$ cat config.mk
export PLATFORM = sky130hd
export DESIGN_NAME = bcd_serial_deserializer_flat
export DESIGN_NICKNAME = d
export VERILOG_FILES = /design/src/rtl/bcd_serial_deserializer_if.sv /design/src/rtl/bcd_serial_deserializer.sv /design/src/flat_wrapper.sv
export SDC_FILE = /design/constraint.sdc
export NUM_CORES = 1
export LEC_CHECK = 0
export ABC_CLOCK_PERIOD_IN_PS = 5400
export BUFFER_PORTS_ARGS = -buffer_cell sky130_fd_sc_hd__buf_2
export CAP_MARGIN = 15
export CELL_PAD_IN_SITES_DETAIL_PLACEMENT = 0
export CELL_PAD_IN_SITES_GLOBAL_PLACEMENT = 1
export CORE_MARGIN = 10
export CORE_UTILIZATION = 47
export DETAILED_ROUTE_END_ITERATION = 8
export PLACE_DENSITY = 0.91
export SYNTH_ARGS = -nofsm -noshare
export SYNTH_HDL_FRONTEND = slang
export SYNTH_SLANG_ARGS = --single-unit
$ cat constraint.sdc
create_clock -name clk -period 5.4 [get_ports clk]
set_input_delay 0 -clock clk [delete_from_list [all_inputs] [get_ports clk]]
set_output_delay 0 -clock clk [all_outputs]
set_load 0.005 [all_outputs]
$ cat src/rtl/bcd_serial_deserializer_if.sv
// rtl/bcd_serial_deserializer_if.sv - serial BCD input and assembled digit outputs
interface bcd_serial_deserializer_if;
  logic       sin_valid;
  logic       sin;
  logic       sof;
  logic       a;
  logic       b;
  logic       c;
  logic       d;
  logic       dout_valid;
  logic       dout_err;
  logic       timeout;
  logic       busy;
  logic [7:0] digit_cnt;

  modport master (
    output sin_valid, sin, sof,
    input  a, b, c, d, dout_valid, dout_err, timeout, busy, digit_cnt
  );

  modport slave (
    input  sin_valid, sin, sof,
    output a, b, c, d, dout_valid, dout_err, timeout, busy, digit_cnt
  );
endinterface

$ cat src/rtl/bcd_serial_deserializer.sv
// rtl/bcd_serial_deserializer.sv - assembles serial BCD digits, flags illegal codes and stalls
module bcd_serial_deserializer #(
  parameter bit MSB_FIRST = 1'b1,
  parameter int TIMEOUT   = 15
) (
  input logic                       clk,
  input logic                       rst,
  bcd_serial_deserializer_if.slave  bus
);
  typedef enum logic {IDLE, SHIFT} state_t;

  localparam logic [7:0] TIMEOUT_C = 8'(TIMEOUT);

  state_t     state_q, state_d;
  logic [3:0] shift_q, shift_d;
  logic [2:0] bit_cnt_q, bit_cnt_d;
  logic [7:0] idle_cnt_q, idle_cnt_d;
  logic [3:0] nib_q, nib_d;
  logic [7:0] cnt_q, cnt_d;
  logic       dv_q, dv_d;
  logic       err_q, err_d;
  logic       to_q, to_d;
  logic       busy_q, busy_d;
  logic [3:0] base;
  logic [3:0] shifted;
  logic [7:0] idle_inc;

  always_comb begin
    state_d    = state_q;
    shift_d    = shift_q;
    bit_cnt_d  = bit_cnt_q;
    idle_cnt_d = idle_cnt_q;
    nib_d      = nib_q;
    cnt_d      = cnt_q;
    dv_d       = 1'b0;
    err_d      = 1'b0;
    to_d       = 1'b0;
    // A start bit always begins from an empty register, so restarts drop the partial digit.
    base       = bus.sof ? 4'd0 : shift_q;
    shifted    = MSB_FIRST ? {base[2:0], bus.sin} : {bus.sin, base[3:1]};
    idle_inc   = idle_cnt_q + 8'd1;

    case (state_q)
      IDLE: begin
        if (bus.sin_valid && bus.sof) begin
          state_d    = SHIFT;
          shift_d    = shifted;
          bit_cnt_d  = 3'd1;
          idle_cnt_d = 8'd0;
        end
      end
      SHIFT: begin
        if (bus.sin_valid) begin
          idle_cnt_d = 8'd0;
          if (bus.sof) begin
            shift_d   = shifted;
            bit_cnt_d = 3'd1;
          end else if (bit_cnt_q == 3'd3) begin
            state_d   = IDLE;
            shift_d   = 4'd0;
            bit_cnt_d = 3'd0;
            if (shifted <= 4'd9) begin
              nib_d = shifted;
              dv_d  = 1'b1;
              cnt_d = cnt_q + 8'd1;
            end else begin
              err_d = 1'b1;
            end
          end else begin
            shift_d   = shifted;
            bit_cnt_d = bit_cnt_q + 3'd1;
          end
        end else begin
          idle_cnt_d = idle_inc;
          if (idle_inc == TIMEOUT_C) begin
            state_d    = IDLE;
            to_d       = 1'b1;
            shift_d    = 4'd0;
            bit_cnt_d  = 3'd0;
            idle_cnt_d = 8'd0;
          end
        end
      end
      default: state_d = IDLE;
    endcase

    busy_d = (state_d == SHIFT);
  end

  always_ff @(posedge clk or posedge rst) begin
    if (rst) begin
      state_q    <= IDLE;
      shift_q    <= 4'd0;
      bit_cnt_q  <= 3'd0;
      idle_cnt_q <= 8'd0;
      nib_q      <= 4'd0;
      cnt_q      <= 8'd0;
      dv_q       <= 1'b0;
      err_q      <= 1'b0;
      to_q       <= 1'b0;
      busy_q     <= 1'b0;
    end else begin
      state_q    <= state_d;
      shift_q    <= shift_d;
      bit_cnt_q  <= bit_cnt_d;
      idle_cnt_q <= idle_cnt_d;
      nib_q      <= nib_d;
      cnt_q      <= cnt_d;
      dv_q       <= dv_d;
      err_q      <= err_d;
      to_q       <= to_d;
      busy_q     <= busy_d;
    end
  end

  assign bus.a          = nib_q[3];
  assign bus.b          = nib_q[2];
  assign bus.c          = nib_q[1];
  assign bus.d          = nib_q[0];
  assign bus.dout_valid = dv_q;
  assign bus.dout_err   = err_q;
  assign bus.timeout    = to_q;
  assign bus.busy       = busy_q;
  assign bus.digit_cnt  = cnt_q;
endmodule

$ cat src/flat_wrapper.sv
// flat-port wrapper written by rule: the top's interface ports become plain ports
module bcd_serial_deserializer_flat 
#(
  parameter bit MSB_FIRST = 1'b1,
  parameter int TIMEOUT   = 15
)
  (clk, rst, bus_sin_valid, bus_sin, bus_sof, bus_a, bus_b, bus_c, bus_d, bus_dout_valid, bus_dout_err, bus_timeout, bus_busy, bus_digit_cnt);
  bcd_serial_deserializer_if bus_i ();
  input logic clk;
  input logic rst;
  input wire logic [$bits(bus_i.sin_valid)-1:0] bus_sin_valid;
  input wire logic [$bits(bus_i.sin)-1:0] bus_sin;
  input wire logic [$bits(bus_i.sof)-1:0] bus_sof;
  output wire logic [$bits(bus_i.a)-1:0] bus_a;
  output wire logic [$bits(bus_i.b)-1:0] bus_b;
  output wire logic [$bits(bus_i.c)-1:0] bus_c;
  output wire logic [$bits(bus_i.d)-1:0] bus_d;
  output wire logic [$bits(bus_i.dout_valid)-1:0] bus_dout_valid;
  output wire logic [$bits(bus_i.dout_err)-1:0] bus_dout_err;
  output wire logic [$bits(bus_i.timeout)-1:0] bus_timeout;
  output wire logic [$bits(bus_i.busy)-1:0] bus_busy;
  output wire logic [$bits(bus_i.digit_cnt)-1:0] bus_digit_cnt;
  assign bus_i.sin_valid = bus_sin_valid;
  assign bus_i.sin = bus_sin;
  assign bus_i.sof = bus_sof;
  assign bus_a = bus_i.a;
  assign bus_b = bus_i.b;
  assign bus_c = bus_i.c;
  assign bus_d = bus_i.d;
  assign bus_dout_valid = bus_i.dout_valid;
  assign bus_dout_err = bus_i.dout_err;
  assign bus_timeout = bus_i.timeout;
  assign bus_busy = bus_i.busy;
  assign bus_digit_cnt = bus_i.digit_cnt;
  bcd_serial_deserializer #(.MSB_FIRST(MSB_FIRST), .TIMEOUT(TIMEOUT)) u_core (.clk(clk), .rst(rst), .bus(bus_i));
endmodule
==> impl_metrics.yaml <==
sta:
  rsz0062_at_grt: "no"
  fmax_ghz: 0.510
  layout_min_cycle_time_ns: 1.96
  fin_worst_skew_ns: 0.00548
  maxSlewHeadroom_pct: 38.7
  hold_violations: 0
  worstMarginPinSlew_ns: 0.920
  finalSetupViolations: 0
  final.setup.tns_ns: 0
  worst_slack_ns: 3.44
  fin_crit_sh_pct: 36.3
  slew_viol_final: 0
global_routing:
  antenna_found_initial: 0
  grt_pass1_wl_um: 5200
  grt.overflow.total: 0
  grt_pass1_vias: 1164
  grt_usage_pct: 10.8
  grt_max_degree: 31
pwr:
  finalPower_mw: 0.574
  p_seq_share_pct: 52.7
  pwr-share-comb_pct: 22.7
  leakage_nw: 0.848
  p_int_mw: 0.387
  p_per_area_nw_per_um2: 328
  p_switching_mw: 0.187
  swShare_pct: 32.6
  ir_drop_uv: 174
  p_clk_share_pct: 24.6
critical_path:
  ff2ff_path_depth: 6
  r2r-end: "u_core.idle_cnt_q[2]"
  critPathLaunch: "u_core.idle_cnt_q[0]"
  worstPathRequired_ns: 5.60
  r2r_start: "u_core.idle_cnt_q[0]"
  start_kind: "flop"
  crit_type: "flop to flop"
  arrival_ns: 2.16
  cp-end-kind: "flop"
  path_max_fanout: 6
  rrSetupSlack_ns: 3.44
  crit_path_end: "u_core.idle_cnt_q[2]"
yosys:
  synth.distinct_cells: 37
  syn-instance-count: 146
  ys_ff_latch: 30
  syn-cell-area_um2: 1490
  ys_seq_area_share_pct: 50.3
  ys_warn_count: 0
  syn_nets: 155
  postSynthAreaPerCell_um2: 10.2
floorplanning:
  fp-row-count: 20
  start_util_pct: 48.9
  dieArea_um2: 5830
  die_h_um: 76.4
  core_region_area_um2: 3050
  io_pins: 21
  die_x_um: 76.4
detailed_routing:
  dr_total_vias: 1148
  drt.antenna.violating_nets: 0
  dr.pass1.iters: 4
  drt-initial-drc-count: 61
  detail_route.vias_per_cell: 5.22
  wire_per_inst_um: 13.2
  postRouteWirelength_um: 2890
  drc_errors: 0
min_path:
  hold_path_class: "input pin to flop"
layout:
  regArea_um2: 751
  multi_input_area_um2: 704
  nets: 184
  area.growth.synth_to_final_pct: 17.3
  post-route-util_pct: 57.3
  fillers: 271
  n_antenna_cell: 0
  drive_gt1_share_pct: 22.2
placed_design:
  place.gp.congestion: 0.856
  place_worst_setup_slack_ns: 3.43
  io_buffers: 20
  hpwl_um: 2110
clock_network:
  cts.repair.resized: 0
  numCtsBuffers: 5
  clk_pin_slew_worst_paths_ns: 0.09
  worst_skew_pair.late_latency_ns: 0.33
  clock_path_buffers: 2
  cts.sinks: 30
  cts_setup_buffers: 0
  cts_tree: "built"
  cts.root.buffer_cell: "clkbuf_4"
  cts_max_level: 2
job:
  cap_violations: 0
run_status:
  outcome: "complete, no violations"
repair_timing:
item / 4_1_cts / 5_1_grt
endpoints found under the setup margin: 0 / 0
hold buffers: 3 / 0
endpoints found under the hold margin: 33 / 0
synth_stat cells:
cell,count,share of area [%]
nor2b_1,2,0.84
nand4_1,2,0.84
o211ai_2,2,1.7
nand3_2,1,0.67
and2_1,1,0.42
clkbuf_1,1,0.25
o21ai_4,1,1.1
xor2_1,4,2.3
o21ai_1,6,2.0
nand2_1,28,7.0
nand3b_1,1,0.50
a32oi_1,1,0.59
and3b_1,1,0.59
o221ai_1,1,0.59
inv_1,6,1.5
a22oi_1,3,1.5
a21o_1,1,0.50
xnor2_1,6,3.5
o21ai_0,11,3.7
nand2b_1,4,1.7
nor3_1,2,0.67
o311ai_2,1,1.1
and3_1,2,0.84
o2111ai_2,1,1.0
a31oi_1,2,0.84
nor2_1,8,2.0
a21oi_1,2,0.67
nor3_2,1,0.67
dfrtp_1,30,50
xor2_4,1,1.8
or4_4,1,0.75
buf_6,1,0.75
nand3_1,4,1.3
ha_1,4,3.4
nor2_2,1,0.42
o211ai_1,1,0.50
nor3_4,1,1.1
sequential cells by signal (all words and copies together) (netlist names):
| register | flops |
|---|---|
| u_core.bus.digit_cnt | 8 |
| u_core.idle_cnt_q | 8 |
| u_core.nib_q | 4 |
| u_core.bit_cnt_q | 3 |
| u_core.shift_q | 3 |
| u_core.bus.dout_err | 1 |
| u_core.bus.dout_valid | 1 |
| u_core.bus.timeout | 1 |
| u_core.state_q | 1 |
layer usage:
| metal | wire, um | vias up | track usage, % | share of wire [%] |
|---|---|---|---|---|
| met5 | 0 | - | 0 | 0 |
| met4 | 44 | 0 | 5.02 | 1.5 |
| met3 | 208 | 5 | 5.07 | 7.2 |
| met2 | 1250 | 34 | 15.7 | 43 |
| met1 | 1390 | 540 | 13.1 | 48 |
| li1 | - | 569 | - | - |
critical path, cell delays in order, from the launching register on:
cell and delay (ns):
dfrtp_1 0.44, ha_1 0.29, xor2_1 0.16, nand3b_1 0.08
or4_4 0.55, o2111ai_2 0.20, o311ai_2 0.12
how the worst min path moves through the flow:
stage,end,cells after the start,startpoint
2_1_floorplan,u_core.bit_cnt_q[0],1,rst
3_3_place_gp,u_core.nib_q[0],3,bus_sin
3_5_place_dp,u_core.nib_q[0],3,bus_sin
4_1_cts,u_core.nib_q[1],3,bus_sof
5_1_grt,u_core.nib_q[1],3,bus_sof
6_report,u_core.nib_q[1],3,bus_sof
cell families (layout without fill, tap and decap cells):
kind of cell,after synthesis,in the layout,synth area share (%)
AND/OR/NAND/NOR,60,60,20.4
buffers and inverters,8,38,2.51
flip-flops,30,30,50.3
XOR/XNOR,11,11,7.71
adder cells (fa/ha/maj),4,4,3.35
AO/OA/AOI/OAI,33,33,15.8
per-stage QoR:
step / hold slack, ns / std cells / instance area, um2
2_1_floorplan: 0.0908 / 146 / 1490
3_3_place_gp: 0.232 / 208 / 1630
3_5_place_dp: 0.231 / 208 / 1630
4_1_cts: 0.0209 / 219 / 1720
5_1_grt: 0.0338 / 220 / 1750
6_report: 0.0330 / 220 / 1750
cell usage in the layout (no fill, tap or decap), types with 2 or more instances in the layout:
master | synthesis | routed
a31oi_1 | 2 | 2
ha_1 | 4 | 4
dfrtp_1 | 30 | 30
xnor2_1 | 6 | 6
o21ai_1 | 6 | 6
a21oi_1 | 2 | 2
and3_1 | 2 | 2
nor2b_1 | 2 | 2
a22oi_1 | 3 | 3
dlygate4sd3_1 | 0 | 3
nor2_1 | 8 | 8
clkbuf_4 | 0 | 5
buf_2 | 0 | 20
nand2_1 | 28 | 28
nor3_1 | 2 | 2
o211ai_2 | 2 | 2
nand3_1 | 4 | 4
o21ai_0 | 11 | 11
xor2_1 | 4 | 4
inv_1 | 6 | 6
nand2b_1 | 4 | 4
nand4_1 | 2 | 2
layout make-up:
| type | instances | share of cell area [%] |
|---|---|---|
| Sequential cell | 30 | 42.9 |
| Clock buffer | 7 | 3.15 |
| Multi-Input combinational cell | 108 | 40.2 |
| Clock inverter | 1 | 0.286 |
| Timing Repair Buffer | 24 | 9.01 |
| Tap cell | 44 | 3.15 |
| Inverter | 6 | 1.29 |
power groups by stage:
stage               sequential, mW  clock (mW)  combinational, mW
finish                       0.302       0.141              0.130
global route                 0.311       0.157              0.149
floorplan                    0.303           0             0.0808
detailed placement           0.308           0              0.129
CTS                          0.303       0.145              0.130
global placement             0.305           0              0.124
(Power assumes the default switching activity.)
